`src/rtl/alu_seq_pkg.sv`:
```
// Shared definitions for the ALU/mul/div control sequencer: state encoding,
// instruction field layout, opcode and ALU operation codes.
package alu_seq_pkg;

    localparam int unsigned OPW  = 5;          // opcode field width
    localparam int unsigned RW   = 4;          // register-select field width
    localparam int unsigned NREG = 1 << RW;    // register file entries
    localparam int unsigned IRW  = 32;         // instruction register width
    localparam int unsigned ALUW = 4;          // ALU operation select width

    // Instruction field positions (LSB of each field)
    localparam int unsigned OP_LSB = 27;
    localparam int unsigned RA_LSB = 23;
    localparam int unsigned RB_LSB = 19;
    localparam int unsigned RC_LSB = 15;

    typedef enum logic [3:0] {
        IDLE,
        T0,
        T1,
        T2,
        T3,
        T4,
        T5,
        T6,
        HALT
    } state_t;

    // Opcodes
    localparam logic [OPW-1:0] OP_ADD  = 5'b00000;
    localparam logic [OPW-1:0] OP_SUB  = 5'b00001;
    localparam logic [OPW-1:0] OP_AND  = 5'b00010;
    localparam logic [OPW-1:0] OP_OR   = 5'b00011;
    localparam logic [OPW-1:0] OP_SHR  = 5'b00100;
    localparam logic [OPW-1:0] OP_SHL  = 5'b00101;
    localparam logic [OPW-1:0] OP_ROR  = 5'b00110;
    localparam logic [OPW-1:0] OP_ROL  = 5'b00111;
    localparam logic [OPW-1:0] OP_NEG  = 5'b01000;
    localparam logic [OPW-1:0] OP_NOT  = 5'b01001;
    localparam logic [OPW-1:0] OP_MUL  = 5'b01111;
    localparam logic [OPW-1:0] OP_DIV  = 5'b10000;
    localparam logic [OPW-1:0] OP_NOP  = 5'b11010;
    localparam logic [OPW-1:0] OP_HALT = 5'b11011;

    // ALU operation select codes
    localparam logic [ALUW-1:0] ALU_ADD = 4'd0;
    localparam logic [ALUW-1:0] ALU_SUB = 4'd1;
    localparam logic [ALUW-1:0] ALU_AND = 4'd2;
    localparam logic [ALUW-1:0] ALU_OR  = 4'd3;
    localparam logic [ALUW-1:0] ALU_SHR = 4'd4;
    localparam logic [ALUW-1:0] ALU_SHL = 4'd5;
    localparam logic [ALUW-1:0] ALU_ROR = 4'd6;
    localparam logic [ALUW-1:0] ALU_ROL = 4'd7;
    localparam logic [ALUW-1:0] ALU_NEG = 4'd8;
    localparam logic [ALUW-1:0] ALU_NOT = 4'd9;

    // Single-cycle ALU instructions occupy the contiguous opcode range add..not
    function automatic logic is_alu_op(input logic [OPW-1:0] op);
        return (op <= OP_NOT);
    endfunction

    function automatic logic [ALUW-1:0] alu_code(input logic [OPW-1:0] op);
        logic [ALUW-1:0] code;
        case (op)
            OP_ADD:  code = ALU_ADD;
            OP_SUB:  code = ALU_SUB;
            OP_AND:  code = ALU_AND;
            OP_OR:   code = ALU_OR;
            OP_SHR:  code = ALU_SHR;
            OP_SHL:  code = ALU_SHL;
            OP_ROR:  code = ALU_ROR;
            OP_ROL:  code = ALU_ROL;
            OP_NEG:  code = ALU_NEG;
            OP_NOT:  code = ALU_NOT;
            default: code = ALU_ADD;
        endcase
        return code;
    endfunction

endpackage

```
`src/rtl/reg_onehot_dec.sv`:
```
// One-hot register select decoder with enable.
//   en     : when low the output is all zero
//   sel    : register index
//   onehot : single bit set at position sel when enabled
import alu_seq_pkg::*;

module reg_onehot_dec (
    input  logic            en,
    input  logic [RW-1:0]   sel,
    output logic [NREG-1:0] onehot
);

    always_comb begin
        onehot = '0;
        if (en) begin
            onehot = NREG'(1) << sel;
        end
    end

endmodule

```
`src/rtl/alu_sequencer.sv`:
```
// Hardwired control unit: fetches an instruction and steps the datapath
// through register-register ALU, mul and div execution.
//   clock, clear        : rising-edge clock, asynchronous active-high reset
//   run                 : fetch enable, sampled in IDLE and at instruction end
//   ir_q, mem_ready     : IR contents and memory read-data-valid handshake
//   Rin, Rout           : one-hot register load / bus drive
//   PC/MAR/MDR/IR/Y/Z/HI/LO strobes, ALUop, ALU_MUL, ALU_DIV : datapath control
//   halted, busy        : run status
// Outputs are Moore decodes of the state and IR fields.
import alu_seq_pkg::*;

module alu_sequencer (
    input  logic            clock,
    input  logic            clear,
    input  logic            run,
    input  logic [IRW-1:0]  ir_q,
    input  logic            mem_ready,
    output logic [NREG-1:0] Rin,
    output logic [NREG-1:0] Rout,
    output logic            PCin,
    output logic            PCout,
    output logic            IncPC,
    output logic            MARin,
    output logic            Read,
    output logic            MDRin,
    output logic            MDRout,
    output logic            IRin,
    output logic            Yin,
    output logic            Zlowin,
    output logic            Zhighin,
    output logic            Zlowout,
    output logic            Zhighout,
    output logic            HIin,
    output logic            LOin,
    output logic [ALUW-1:0] ALUop,
    output logic            ALU_MUL,
    output logic            ALU_DIV,
    output logic            halted,
    output logic            busy
);

    state_t          state;
    logic            t1_seen;   // set after the first T1 cycle so PCin fires once

    logic [OPW-1:0]  op;
    logic [RW-1:0]   ra;
    logic [RW-1:0]   rb;
    logic [RW-1:0]   rc;
    logic            op_alu;
    logic            op_mul;
    logic            op_div;
    logic            op_exec;

    logic            rin_en;
    logic [RW-1:0]   rin_sel;
    logic            rout_en;
    logic [RW-1:0]   rout_sel;

    logic            unused_ir_bits;

    assign op      = ir_q[OP_LSB +: OPW];
    assign ra      = ir_q[RA_LSB +: RW];
    assign rb      = ir_q[RB_LSB +: RW];
    assign rc      = ir_q[RC_LSB +: RW];
    assign op_alu  = is_alu_op(op);
    assign op_mul  = (op == OP_MUL);
    assign op_div  = (op == OP_DIV);
    assign op_exec = op_alu | op_mul | op_div;

    assign unused_ir_bits = ^ir_q[RC_LSB-1:0];

    // State sequencing; run is consulted only in IDLE and at instruction end
    always_ff @(posedge clock or posedge clear) begin
        if (clear) begin
            state   <= IDLE;
            t1_seen <= 1'b0;
        end else begin
            case (state)
                IDLE: begin
                    if (run) begin
                        state <= T0;
                    end
                end
                T0: begin
                    state   <= T1;
                    t1_seen <= 1'b0;
                end
                T1: begin
                    t1_seen <= 1'b1;
                    if (mem_ready) begin
                        state <= T2;
                    end
                end
                T2: state <= T3;
                T3: begin
                    case (op)
                        OP_HALT: state <= HALT;
                        OP_NOP:  state <= run ? T0 : IDLE;
                        default: begin
                            if (op_exec) begin
                                state <= T4;
                            end else begin
                                state <= run ? T0 : IDLE;
                            end
                        end
                    endcase
                end
                T4: state <= T5;
                T5: begin
                    if (op_alu) begin
                        state <= run ? T0 : IDLE;
                    end else begin
                        state <= T6;
                    end
                end
                T6:      state <= run ? T0 : IDLE;
                HALT:    state <= HALT;
                default: state <= IDLE;
            endcase
        end
    end

    // Control strobe decode
    always_comb begin
        rin_en   = 1'b0;
        rin_sel  = '0;
        rout_en  = 1'b0;
        rout_sel = '0;
        PCin     = 1'b0;
        PCout    = 1'b0;
        IncPC    = 1'b0;
        MARin    = 1'b0;
        Read     = 1'b0;
        MDRin    = 1'b0;
        MDRout   = 1'b0;
        IRin     = 1'b0;
        Yin      = 1'b0;
        Zlowin   = 1'b0;
        Zhighin  = 1'b0;
        Zlowout  = 1'b0;
        Zhighout = 1'b0;
        HIin     = 1'b0;
        LOin     = 1'b0;
        ALUop    = '0;
        ALU_MUL  = 1'b0;
        ALU_DIV  = 1'b0;
        halted   = (state == HALT);
        busy     = (state != IDLE) && (state != HALT);

        case (state)
            T0: begin
                PCout  = 1'b1;
                MARin  = 1'b1;
                IncPC  = 1'b1;
                Zlowin = 1'b1;
            end
            T1: begin
                Zlowout = 1'b1;
                PCin    = ~t1_seen;
                Read    = 1'b1;
                MDRin   = 1'b1;
            end
            T2: begin
                MDRout = 1'b1;
                IRin   = 1'b1;
            end
            T3: begin
                if (op_exec) begin
                    rout_en  = 1'b1;
                    rout_sel = rb;
                    Yin      = 1'b1;
                end
            end
            T4: begin
                rout_en  = 1'b1;
                rout_sel = rc;
                Zlowin   = 1'b1;
                if (op_alu) begin
                    ALUop = alu_code(op);
                end else begin
                    ALU_MUL = op_mul;
                    ALU_DIV = op_div;
                    Zhighin = 1'b1;
                end
            end
            T5: begin
                Zlowout = 1'b1;
                if (op_alu) begin
                    rin_en  = 1'b1;
                    rin_sel = ra;
                end else begin
                    LOin = 1'b1;
                end
            end
            T6: begin
                Zhighout = 1'b1;
                HIin     = 1'b1;
            end
            default: ;
        endcase
    end

    reg_onehot_dec u_rin_dec (
        .en     (rin_en),
        .sel    (rin_sel),
        .onehot (Rin)
    );

    reg_onehot_dec u_rout_dec (
        .en     (rout_en),
        .sel    (rout_sel),
        .onehot (Rout)
    );

endmodule

```
`config.mk`:
```
export PLATFORM = sky130hd
export DESIGN_NAME = alu_sequencer
export DESIGN_NICKNAME = d
export VERILOG_FILES = /design/src/rtl/alu_seq_pkg.sv /design/src/rtl/reg_onehot_dec.sv /design/src/rtl/alu_sequencer.sv
export SDC_FILE = /design/constraint.sdc
export NUM_CORES = 1
export LEC_CHECK = 0
export CAP_MARGIN = 5
export CORE_ASPECT_RATIO = 0.5
export CORE_MARGIN = 2
export CORE_UTILIZATION = 28
export DETAILED_ROUTE_END_ITERATION = 16
export HOLD_SLACK_MARGIN = 0.08
export PLACE_DENSITY_LB_ADDON = 0.1
export SYNTH_ARGS = -nofsm -noshare
export SYNTH_HDL_FRONTEND = slang
export SYNTH_SLANG_ARGS = --single-unit
export TNS_END_PERCENT = 30
```
`constraint.sdc`:
```
create_clock -name clock -period 2.6 [get_ports clock]
set_input_delay 0.39 -clock clock [delete_from_list [all_inputs] [get_ports clock]]
set_output_delay 0.39 -clock clock [all_outputs]
set_load 0.05 [all_outputs]
```
==> impl_metrics.env, run 1 <==
export IMPL_p_leak_uw=0.00108
export IMPL_critPathMaxFanout=4
export IMPL_rrSetupSlack_ns=0.67
export IMPL_cts_buffers=3
export IMPL_syn_cell_area_sq_um=961
export IMPL_die_x_um=86.8
export IMPL_synth_top_family_by_area="simple AND/OR/NAND/NOR gates"
export IMPL_grt_met2_usage_pct=43.4
export IMPL_ys_warn_count=0
export IMPL_synth_distinct_cells=47
export IMPL_synth_edff_count=0
export IMPL_synth_most_common_cell="nor2_1"
export IMPL_totalWireLength_um=4980
export IMPL_synthFlopType="dfrtp_1"
export IMPL_crit_buf_inv=2
export IMPL_synth_compound_area_share_pct=30.1
export IMPL_wl_per_cell_um=17.1
export IMPL_overflow=0
export IMPL_fmax_ghz=0.351
export IMPL_post_synth_main_area_contributors="dfrtp_1 (13%), nor2_1 (9.4%), nor3_1 (8.3%), and2_1 (3.9%), buf_4 (3.9%)"
export IMPL_design_area_sq_um=2690
export IMPL_syn_nets=177
export IMPL_period_minus_slack_ns=2.85
export IMPL_cts_tree="done"
export IMPL_worst_slew_pin_slew_ns=0.518
export IMPL_n_antenna_cell=0
export IMPL_busiest_layer="met2"
export IMPL_use_met3_pct=2.90
export IMPL_grtUsageMet1_pct=28.5
export IMPL_portBuffers=75
export IMPL_die_h_um=45.4
export IMPL_hold_class="input pin to async pin"
export IMPL_rsz0062_at_grt="true"
export IMPL_core_area_sq_um=3140
export IMPL_synthArstFlopShare_pct=100
export IMPL_cp_slowest_cell="o41a_1"
export IMPL_post_route_period_util_pct=109
export IMPL_layout_setup_ws_ns=-0.245
export IMPL_h_tree_depth=1
export IMPL_synth_area_mux_share_pct=0
export IMPL_fillers=174
export IMPL_worstPathArrival_ns=2.46
export IMPL_drive_gt1_share_pct=52.2
export IMPL_synth_commonest_cells="nor2_1 (24), nor3_1 (16), inv_1 (8)"
export IMPL_finalHoldViolations=0
export IMPL_ir_worst_vdd_mv=0.451
export IMPL_cts_root_buf="clkbuf_8"
export IMPL_ys_seq_area_share_pct=13.0
export IMPL_initial_core_util_pct=30.6
export IMPL_postSynthCellCount=141
export IMPL_first_pass_iters=4
export IMPL_hpwl_um=3320
export IMPL_failed_checks="setup timing"
export IMPL_synth_simple_area_share_pct=45.4
export IMPL_utilization_pct=85.8
export IMPL_via_per_inst=5.52
export IMPL_fp_row_count=14
export IMPL_worst_setup_path_start_kind="input pin"
export IMPL_antenna_found_initial=0
export IMPL_cp_slowest_stage_delay_ns=0.48
export IMPL_syn_to_final_growth_pct=180
export IMPL_worstPathCellList="dlygate4sd2_1 -> o41a_1 -> a2111o_1 -> a221o_2 -> a2111oi_4 -> clkbuf_16"
export IMPL_end_kind="output port"
export IMPL_synth_xor_area_share_pct=0.911
export IMPL_powerDensity_nw_per_um2=622
export IMPL_syn_avg_cell_area_sq_um=6.82
export IMPL_drc=0
export IMPL_pin_count=91
export IMPL_drv_cap=0
export IMPL_cp_top_family="compound AO/OA/AOI/OAI gates"
export IMPL_status="finished, violations left"
export IMPL_antenna_left=0
export IMPL_clk_pin_slew_ns=0.04
export IMPL_grt_max_degree=18
export IMPL_drtIter0Drc=56
export IMPL_place_area_sq_um=2390
export IMPL_cp_required_ns=2.21
export IMPL_crit_type="input pin to output port"
export IMPL_vias=1607
export IMPL_finalMaxSlewViolations=0
export IMPL_ctsHoldBuffers=0
export IMPL_nNetsFinal=288
export IMPL_setup_viol=16
export IMPL_synth_top_area_share_pct=13.0
export IMPL_gp_congestion=0.850
export IMPL_synth_top_area_cell="dfrtp_1"
export IMPL_maxSlewHeadroom_pct=65.3
export IMPL_grt_first_pass_wirelength_um=7060
export IMPL_die_area_sq_um=3940
export IMPL_worstSkewPairLatency_ns=0.22
export IMPL_grt_pass1_vias=1538
export IMPL_synthAdderAreaFrac_pct=0
export IMPL_numClockSinks=5
export IMPL_fin_skew_ns=0.00161
export IMPL_synth_seq_cells=5
export IMPL_tns_ns=-2.07
export IMPL_track_usage_pct=22.9
export IMPL_cts_buffer_depth=2
[area by class of cell]
class,instances,area [sq um],area share (%)
Inverter,8,33.8,1.26
Multi-Input combinational cell,116,935,34.7
Timing Repair Buffer,118,1500,55.8
Sequential cell,5,125,4.65
Clock buffer,3,41.3,1.53
Tap cell,40,50.0,1.86
Clock inverter,1,5.00,0.186
[power breakdown]
part,switching [uW],internal [uW]
clock network,38.0,103
logic,858,547
registers,16.0,113
[through the flow]
step	hold slack [ns]	power (uW)	worst slack (ns)	std cells
2_1_floorplan	0.169	975	-0.204	141
5_1_grt	0.399	1760	-0.298	291
3_3_place_gp	0.508	1360	-0.351	273
3_5_place_dp	0.519	1380	-0.361	273
6_report	0.370	1680	-0.245	291
4_1_cts	0.375	1600	-0.269	287
[state kept, by name (all words and copies together), names as in the netlist]
register and count:
t1_seen 1, state 4
[layout by cell type (no fill, tap or decap), drive strengths merged, types with 2 or more instances in the layout]
cell type	count
nand3	5
nand2b	3
dlygate4sd2	3
nand3b	4
inv	7
dfrtp	5
buf	90
clkdlybuf4s50	21
nor3	16
nand2	6
clkdlybuf4s15	2
a211oi	2
a211o	2
a2111o	3
a21oi	6
o21a	2
clkbuf	4
a221oi	2
and2	6
a31oi	2
and3	5
nor2	24
o21ai	2
a221o	3
[logic make-up (layout without fill, tap and decap cells)]
kind of cell / Yosys count / count (layout)
AND/OR/NAND/NOR: 81 / 81
AO/OA/AOI/OAI: 34 / 34
buffers and inverters: 20 / 130
flip-flops: 5 / 5
XOR/XNOR: 1 / 1
[path summary, 6_finish.rpt]
kind                            startpoint        to  depth (start not counted)
worst min-delay path                 clear  state[3]                          2
min in group clock                 t1_seen   t1_seen                          2
worst max-delay path              ir_q[30]   Rout[5]                          6
max in group asynchronous            clear   t1_seen                          2
worst min register to register     t1_seen   t1_seen                          2
worst max register to register    state[1]  state[0]                          7
[metal layers]
metal / wire, um / vias to the layer above
met1: 2080 / 778
met2: 2540 / 76
li1: - / 749
met4: 30 / 0
met3: 335 / 4
met5: 0 / -
[timing repair]
action                     in CTS  in global routing
gates resized for setup        28                 16
pin swaps                      15                  9
buffers inserted               10                  3
hold endpoints to repair        0                  0
setup endpoints to repair      32                 24
gates cloned                    0                  1
(Power assumes the default switching activity.)
==> run 2: changes to the inputs <==
Settings changed: TNS_END_PERCENT 30 to 5.
==> run 2 against run 1 <==
Against the previous run: the run still ends with setup timing left; via count shrank 7.7%; routed wire length down 17%; global-route usage down 1.9 points; combinational power is 9% lower; critical endpoint is now Rout[1]; largest cell class unchanged; largest power group unchanged.
==> impl_metrics.env, run 2 (synthesis gave the netlist of run 1 again) <==
export IMPL_numClockSinks=5
export IMPL_hold_class="input pin to async pin"
export IMPL_finalMaxSlewViolations=0
export IMPL_failed_checks="setup timing"
export IMPL_period_minus_slack_ns=2.80
export IMPL_totalWireLength_um=4150
export IMPL_cp_top_family="compound AO/OA/AOI/OAI gates"
export IMPL_grt_pass1_vias=1489
export IMPL_cts_buffers=3
export IMPL_fin_skew_ns=0.00411
export IMPL_regArea_sq_um=125
export IMPL_final_common_cell="buf_12"
export IMPL_crit_type="flip-flop to output port"
export IMPL_rsz0062_at_grt="true"
export IMPL_worstPathCellList="or4b_4 -> a2111o_1 -> a221o_2 -> buf_4 -> nor3_4 -> buf_12"
export IMPL_drv_cap=0
export IMPL_antenna_left=0
export IMPL_fmax_ghz=0.357
export IMPL_end_kind="output port"
export IMPL_nNetsFinal=276
export IMPL_core_area_sq_um=3140
export IMPL_multiInputGateArea_sq_um=877
export IMPL_rrSetupSlack_ns=0.84
export IMPL_largest_reg_flops=4
export IMPL_drive_gt1_share_pct=46.4
export IMPL_cp_slowest_cell="or4b_4"
export IMPL_n_antenna_cell=0
export IMPL_die_x_um=86.8
export IMPL_die_area_sq_um=3940
export IMPL_cts_root_buf="clkbuf_8"
export IMPL_h_tree_depth=1
export IMPL_regMostFlops="state"
export IMPL_place_area_sq_um=2340
export IMPL_setup_viol=16
export IMPL_fp_row_count=14
export IMPL_gp_congestion=0.868
export IMPL_cp_slowest_stage_delay_ns=0.58
export IMPL_place_inst=269
export IMPL_preCtsSetupSlack_ns=-0.418
export IMPL_drtIter0Drc=47
export IMPL_final_cell_mix="buf_12 (41), buf_4 (35), clkdlybuf4s50_1 (24)"
export IMPL_pin_count=91
export IMPL_syn_to_final_growth_pct=161
export IMPL_cp_required_ns=2.21
export IMPL_fillers=205
export IMPL_grt_first_pass_wirelength_um=6510
export IMPL_powerDensity_nw_per_um2=624
export IMPL_post_route_period_util_pct=108
export IMPL_grt_max_degree=18
export IMPL_ir_worst_vdd_mv=0.410
export IMPL_worst_setup_path_start_kind="flip-flop"
export IMPL_rr_worst_depth=5
export IMPL_worstPathArrival_ns=2.41
export IMPL_finalHoldViolations=0
export IMPL_antenna_found_initial=0
export IMPL_finalNonFillerCells=279
export IMPL_vias=1484
export IMPL_worstReg2RegStart="state[1]"
export IMPL_reg_top3="state: 4 flops, t1_seen: 1 flops"
export IMPL_status="finished, violations left"
export IMPL_cts_tree="done"
export IMPL_first_pass_iters=4
export IMPL_hpwl_um=3300
export IMPL_worstSkewPairLatency_ns=0.23
export IMPL_r2r_end="state[0]"
export IMPL_cts_buffer_depth=2
export IMPL_die_h_um=45.4
export IMPL_wl_per_cell_um=14.9
export IMPL_worst_slew_pin_slew_ns=0.544
export IMPL_overflow=0
export IMPL_initial_core_util_pct=30.6
export IMPL_power_uw=1570
export IMPL_track_usage_pct=21.0
export IMPL_crit_buf_inv=2
export IMPL_portBuffers=75
export IMPL_critPathMaxFanout=4
export IMPL_via_per_inst=5.32
export IMPL_drc=0
export IMPL_p_leak_uw=0.000975
export IMPL_layout_setup_ws_ns=-0.199
export IMPL_design_area_sq_um=2510
export IMPL_clk_pin_slew_ns=0.04
export IMPL_maxSlewHeadroom_pct=63.5
==> run 2: worst register-to-register path: stages, from the launching register on <==
cell and delay (ns):
dfrtp_1 0.37, or4b_4 0.58, a211o_4 0.33, clkinvlp_4 0.12, buf_4 0.16, o31a_1 0.13
==> run 2: per-layer routing <==
metal | vias to the layer above | track usage (%) | wire length [um]
met4 | 0 | 5.94 | 28
met5 | - | 0 | 0
met1 | 693 | 24.5 | 1640
met2 | 58 | 38.8 | 2160
met3 | 7 | 5.80 | 318
li1 | 726 | - | -
==> run 2: stage by stage <==
step                TNS, ns  utilization (%)  hold slack, ns
floorplan             -4.15                -           0.169
global placement      -5.79             74.7           0.514
detailed placement    -7.43             74.7           0.518
CTS                   -1.73             78.9           0.374
global route          -2.82             80.1           0.394
finish                -1.53             80.1           0.369
==> run 2: power by group <==
part	total, uW	switching, uW	internal [uW]
registers	129	16.5	113
logic	1290	809	480
clock network	148	42.5	106
total	1570	868	698
==> run 2: final cells by class <==
cell class                      instances  share of cell area, %
Clock buffer                            4                   1.79
Multi-Input combinational cell        116                   34.9
Sequential cell                         5                   4.98
Timing Repair Buffer                  106                   55.0
Tap cell                               40                   1.99
Inverter                                8                   1.35
==> run 2: timing repair <==
action                     4_1_cts  5_1_grt
setup endpoints to repair       32       19
hold buffers                     0        0
pin swaps                       15        4
gates resized for setup         22        8
setup buffers                    6        0
gates cloned                     0        0
==> run 2: worst max-delay path by stage <==
stage	depth (start not counted)	from	end
2_1_floorplan	6	ir_q[29]	Rout[8]
5_1_grt	9	ir_q[31]	Rout[1]
3_3_place_gp	6	ir_q[30]	Rout[5]
6_report	6	state[1]	Rout[1]
4_1_cts	5	state[1]	Rout[5]
3_5_place_dp	8	ir_q[28]	Rout[14]
==> run 3: changes to the inputs <==
Settings changed: RECOVER_POWER from default to 50.
==> run 3 against run 2 <==
Against the previous run: clock power is essentially flat; worst setup slack is essentially flat; power grew 0.10%; design area shrank 0.15%; sequential cell count is the same; the flow still finishes with violations (setup timing); critical endpoint unchanged; sequential share of layout area is essentially flat; global-route usage is the same; combinational power is essentially flat.
==> impl_metrics.env, run 3 (synthesis gave the netlist of run 1 again) <==
export IMPL_status="finished, violations left"
export IMPL_failed_checks="setup timing"
export IMPL_nNetsFinal=276
export IMPL_n_antenna_cell=0
export IMPL_drc=0
export IMPL_wl_per_cell_um=14.9
export IMPL_hpwl_um=3300
export IMPL_largest_reg_flops=4
export IMPL_cts_buffers=3
export IMPL_core_area_sq_um=3140
export IMPL_drive_gt1_share_pct=46.0
export IMPL_worst_setup_path_start_kind="flip-flop"
export IMPL_grt_pass1_vias=1489
export IMPL_ctsHoldBuffers=0
export IMPL_preCtsSetupSlack_ns=-0.418
export IMPL_via_per_inst=5.32
export IMPL_cp_slowest_cell="or4b_4"
export IMPL_finalMaxSlewViolations=0
export IMPL_p_leak_uw=0.000972
export IMPL_die_area_sq_um=3940
export IMPL_cts_buffer_depth=2
export IMPL_drv_cap=0
export IMPL_cp_top_family="compound AO/OA/AOI/OAI gates"
export IMPL_initial_core_util_pct=30.6
export IMPL_numClockSinks=5
export IMPL_h_tree_depth=1
export IMPL_track_usage_pct=21.0
export IMPL_rsz0062_at_grt="true"
export IMPL_die_x_um=86.8
export IMPL_first_pass_iters=4
export IMPL_maxSlewHeadroom_pct=62.0
export IMPL_antenna_left=0
export IMPL_layout_setup_ws_ns=-0.200
export IMPL_cp_slowest_stage_delay_ns=0.58
export IMPL_powerDensity_nw_per_um2=626
export IMPL_post_route_period_util_pct=108
export IMPL_fmax_ghz=0.357
export IMPL_tns_ns=-1.53
export IMPL_finalHoldViolations=0
export IMPL_overflow=0
export IMPL_hold_slack_ns=0.504
export IMPL_power_uw=1570
export IMPL_r2r_end="state[0]"
export IMPL_reg_top3="state: 4 flops, t1_seen: 1 flops"
export IMPL_period_minus_slack_ns=2.80
export IMPL_clk_pin_slew_ns=0.04
export IMPL_syn_to_final_growth_pct=161
export IMPL_critPathMaxFanout=4
export IMPL_regMostFlops="state"
export IMPL_vias=1484
export IMPL_end_kind="output port"
export IMPL_rr_worst_depth=5
export IMPL_worst_slew_pin_slew_ns=0.566
export IMPL_utilization_pct=80.0
export IMPL_grt_first_pass_wirelength_um=6510
export IMPL_gp_congestion=0.868
export IMPL_ir_worst_vdd_mv=0.410
export IMPL_die_h_um=45.4
export IMPL_totalWireLength_um=4150
export IMPL_crit_type="flip-flop to output port"
export IMPL_antenna_found_initial=0
export IMPL_cp_required_ns=2.21
export IMPL_cts_tree="done"
export IMPL_worstPathCellList="or4b_4 -> a2111o_1 -> a221o_2 -> buf_4 -> nor3_4 -> buf_12"
export IMPL_crit_buf_inv=2
export IMPL_grt_max_degree=18
export IMPL_setup_viol=16
export IMPL_final_common_cell="buf_12"
export IMPL_worstReg2RegStart="state[1]"
export IMPL_cts_root_buf="clkbuf_8"
export IMPL_fp_row_count=14
export IMPL_portBuffers=75
export IMPL_final_cell_mix="buf_12 (41), buf_4 (34), clkdlybuf4s50_1 (23)"
export IMPL_worstPathArrival_ns=2.41
export IMPL_rrSetupSlack_ns=0.84
export IMPL_pin_count=91
export IMPL_drtIter0Drc=43
export IMPL_worstSkewPairLatency_ns=0.23
export IMPL_hold_class="input pin to async pin"
export IMPL_fin_skew_ns=0.00575
-- run 3: cell types whose count changed in the layout (fill, tap and decap cells not counted), sizes merged --
cell / previous run / this run
buf: 79 / 78
clkdlybuf4s50: 24 / 23
clkbuf: 4 / 5
dlygate4sd3: 0 / 1
-- run 3: area by class of cell --
type	count	area (sq um)
Clock buffer	4	45.0
Fill cell	205	628
Multi-Input combinational cell	116	877
Tap cell	40	50.0
Sequential cell	5	125
Timing Repair Buffer	106	1380
Inverter	8	33.8
-- run 3: worst max-delay path by stage --
stage	start	endpoint	cells after the start
2_1_floorplan	ir_q[29]	Rout[8]	6
3_3_place_gp	ir_q[30]	Rout[5]	6
3_5_place_dp	ir_q[28]	Rout[14]	8
4_1_cts	state[1]	Rout[5]	5
5_1_grt	ir_q[31]	Rout[1]	9
6_report	state[1]	Rout[1]	6
-- run 3: routing by layer --
layer / global-route usage [%] / wire (um)
met5: 0 / 0
met3: 5.80 / 322
met2: 38.8 / 2160
met1: 24.5 / 1650
met4: 5.94 / 27
-- run 3: where the power goes --
part           internal, uW  switching [uW]
clock network           106            43.9
logic                   479             811
registers               113            16.4
-- run 3: timing repair --
| item | in CTS | in global routing |
|---|---|---|
| buffers inserted | 6 | 0 |
| endpoints found under the setup margin | 32 | 19 |
| pin swaps | 15 | 4 |
| gates resized for setup | 22 | 8 |
-- run 3: metrics by stage --
stage	cell area, sq um	std cells
after detailed placement	2340	269
final	2510	279
after global placement	2340	269
after global routing	2510	279
after CTS	2470	279
after floorplan	1020	141
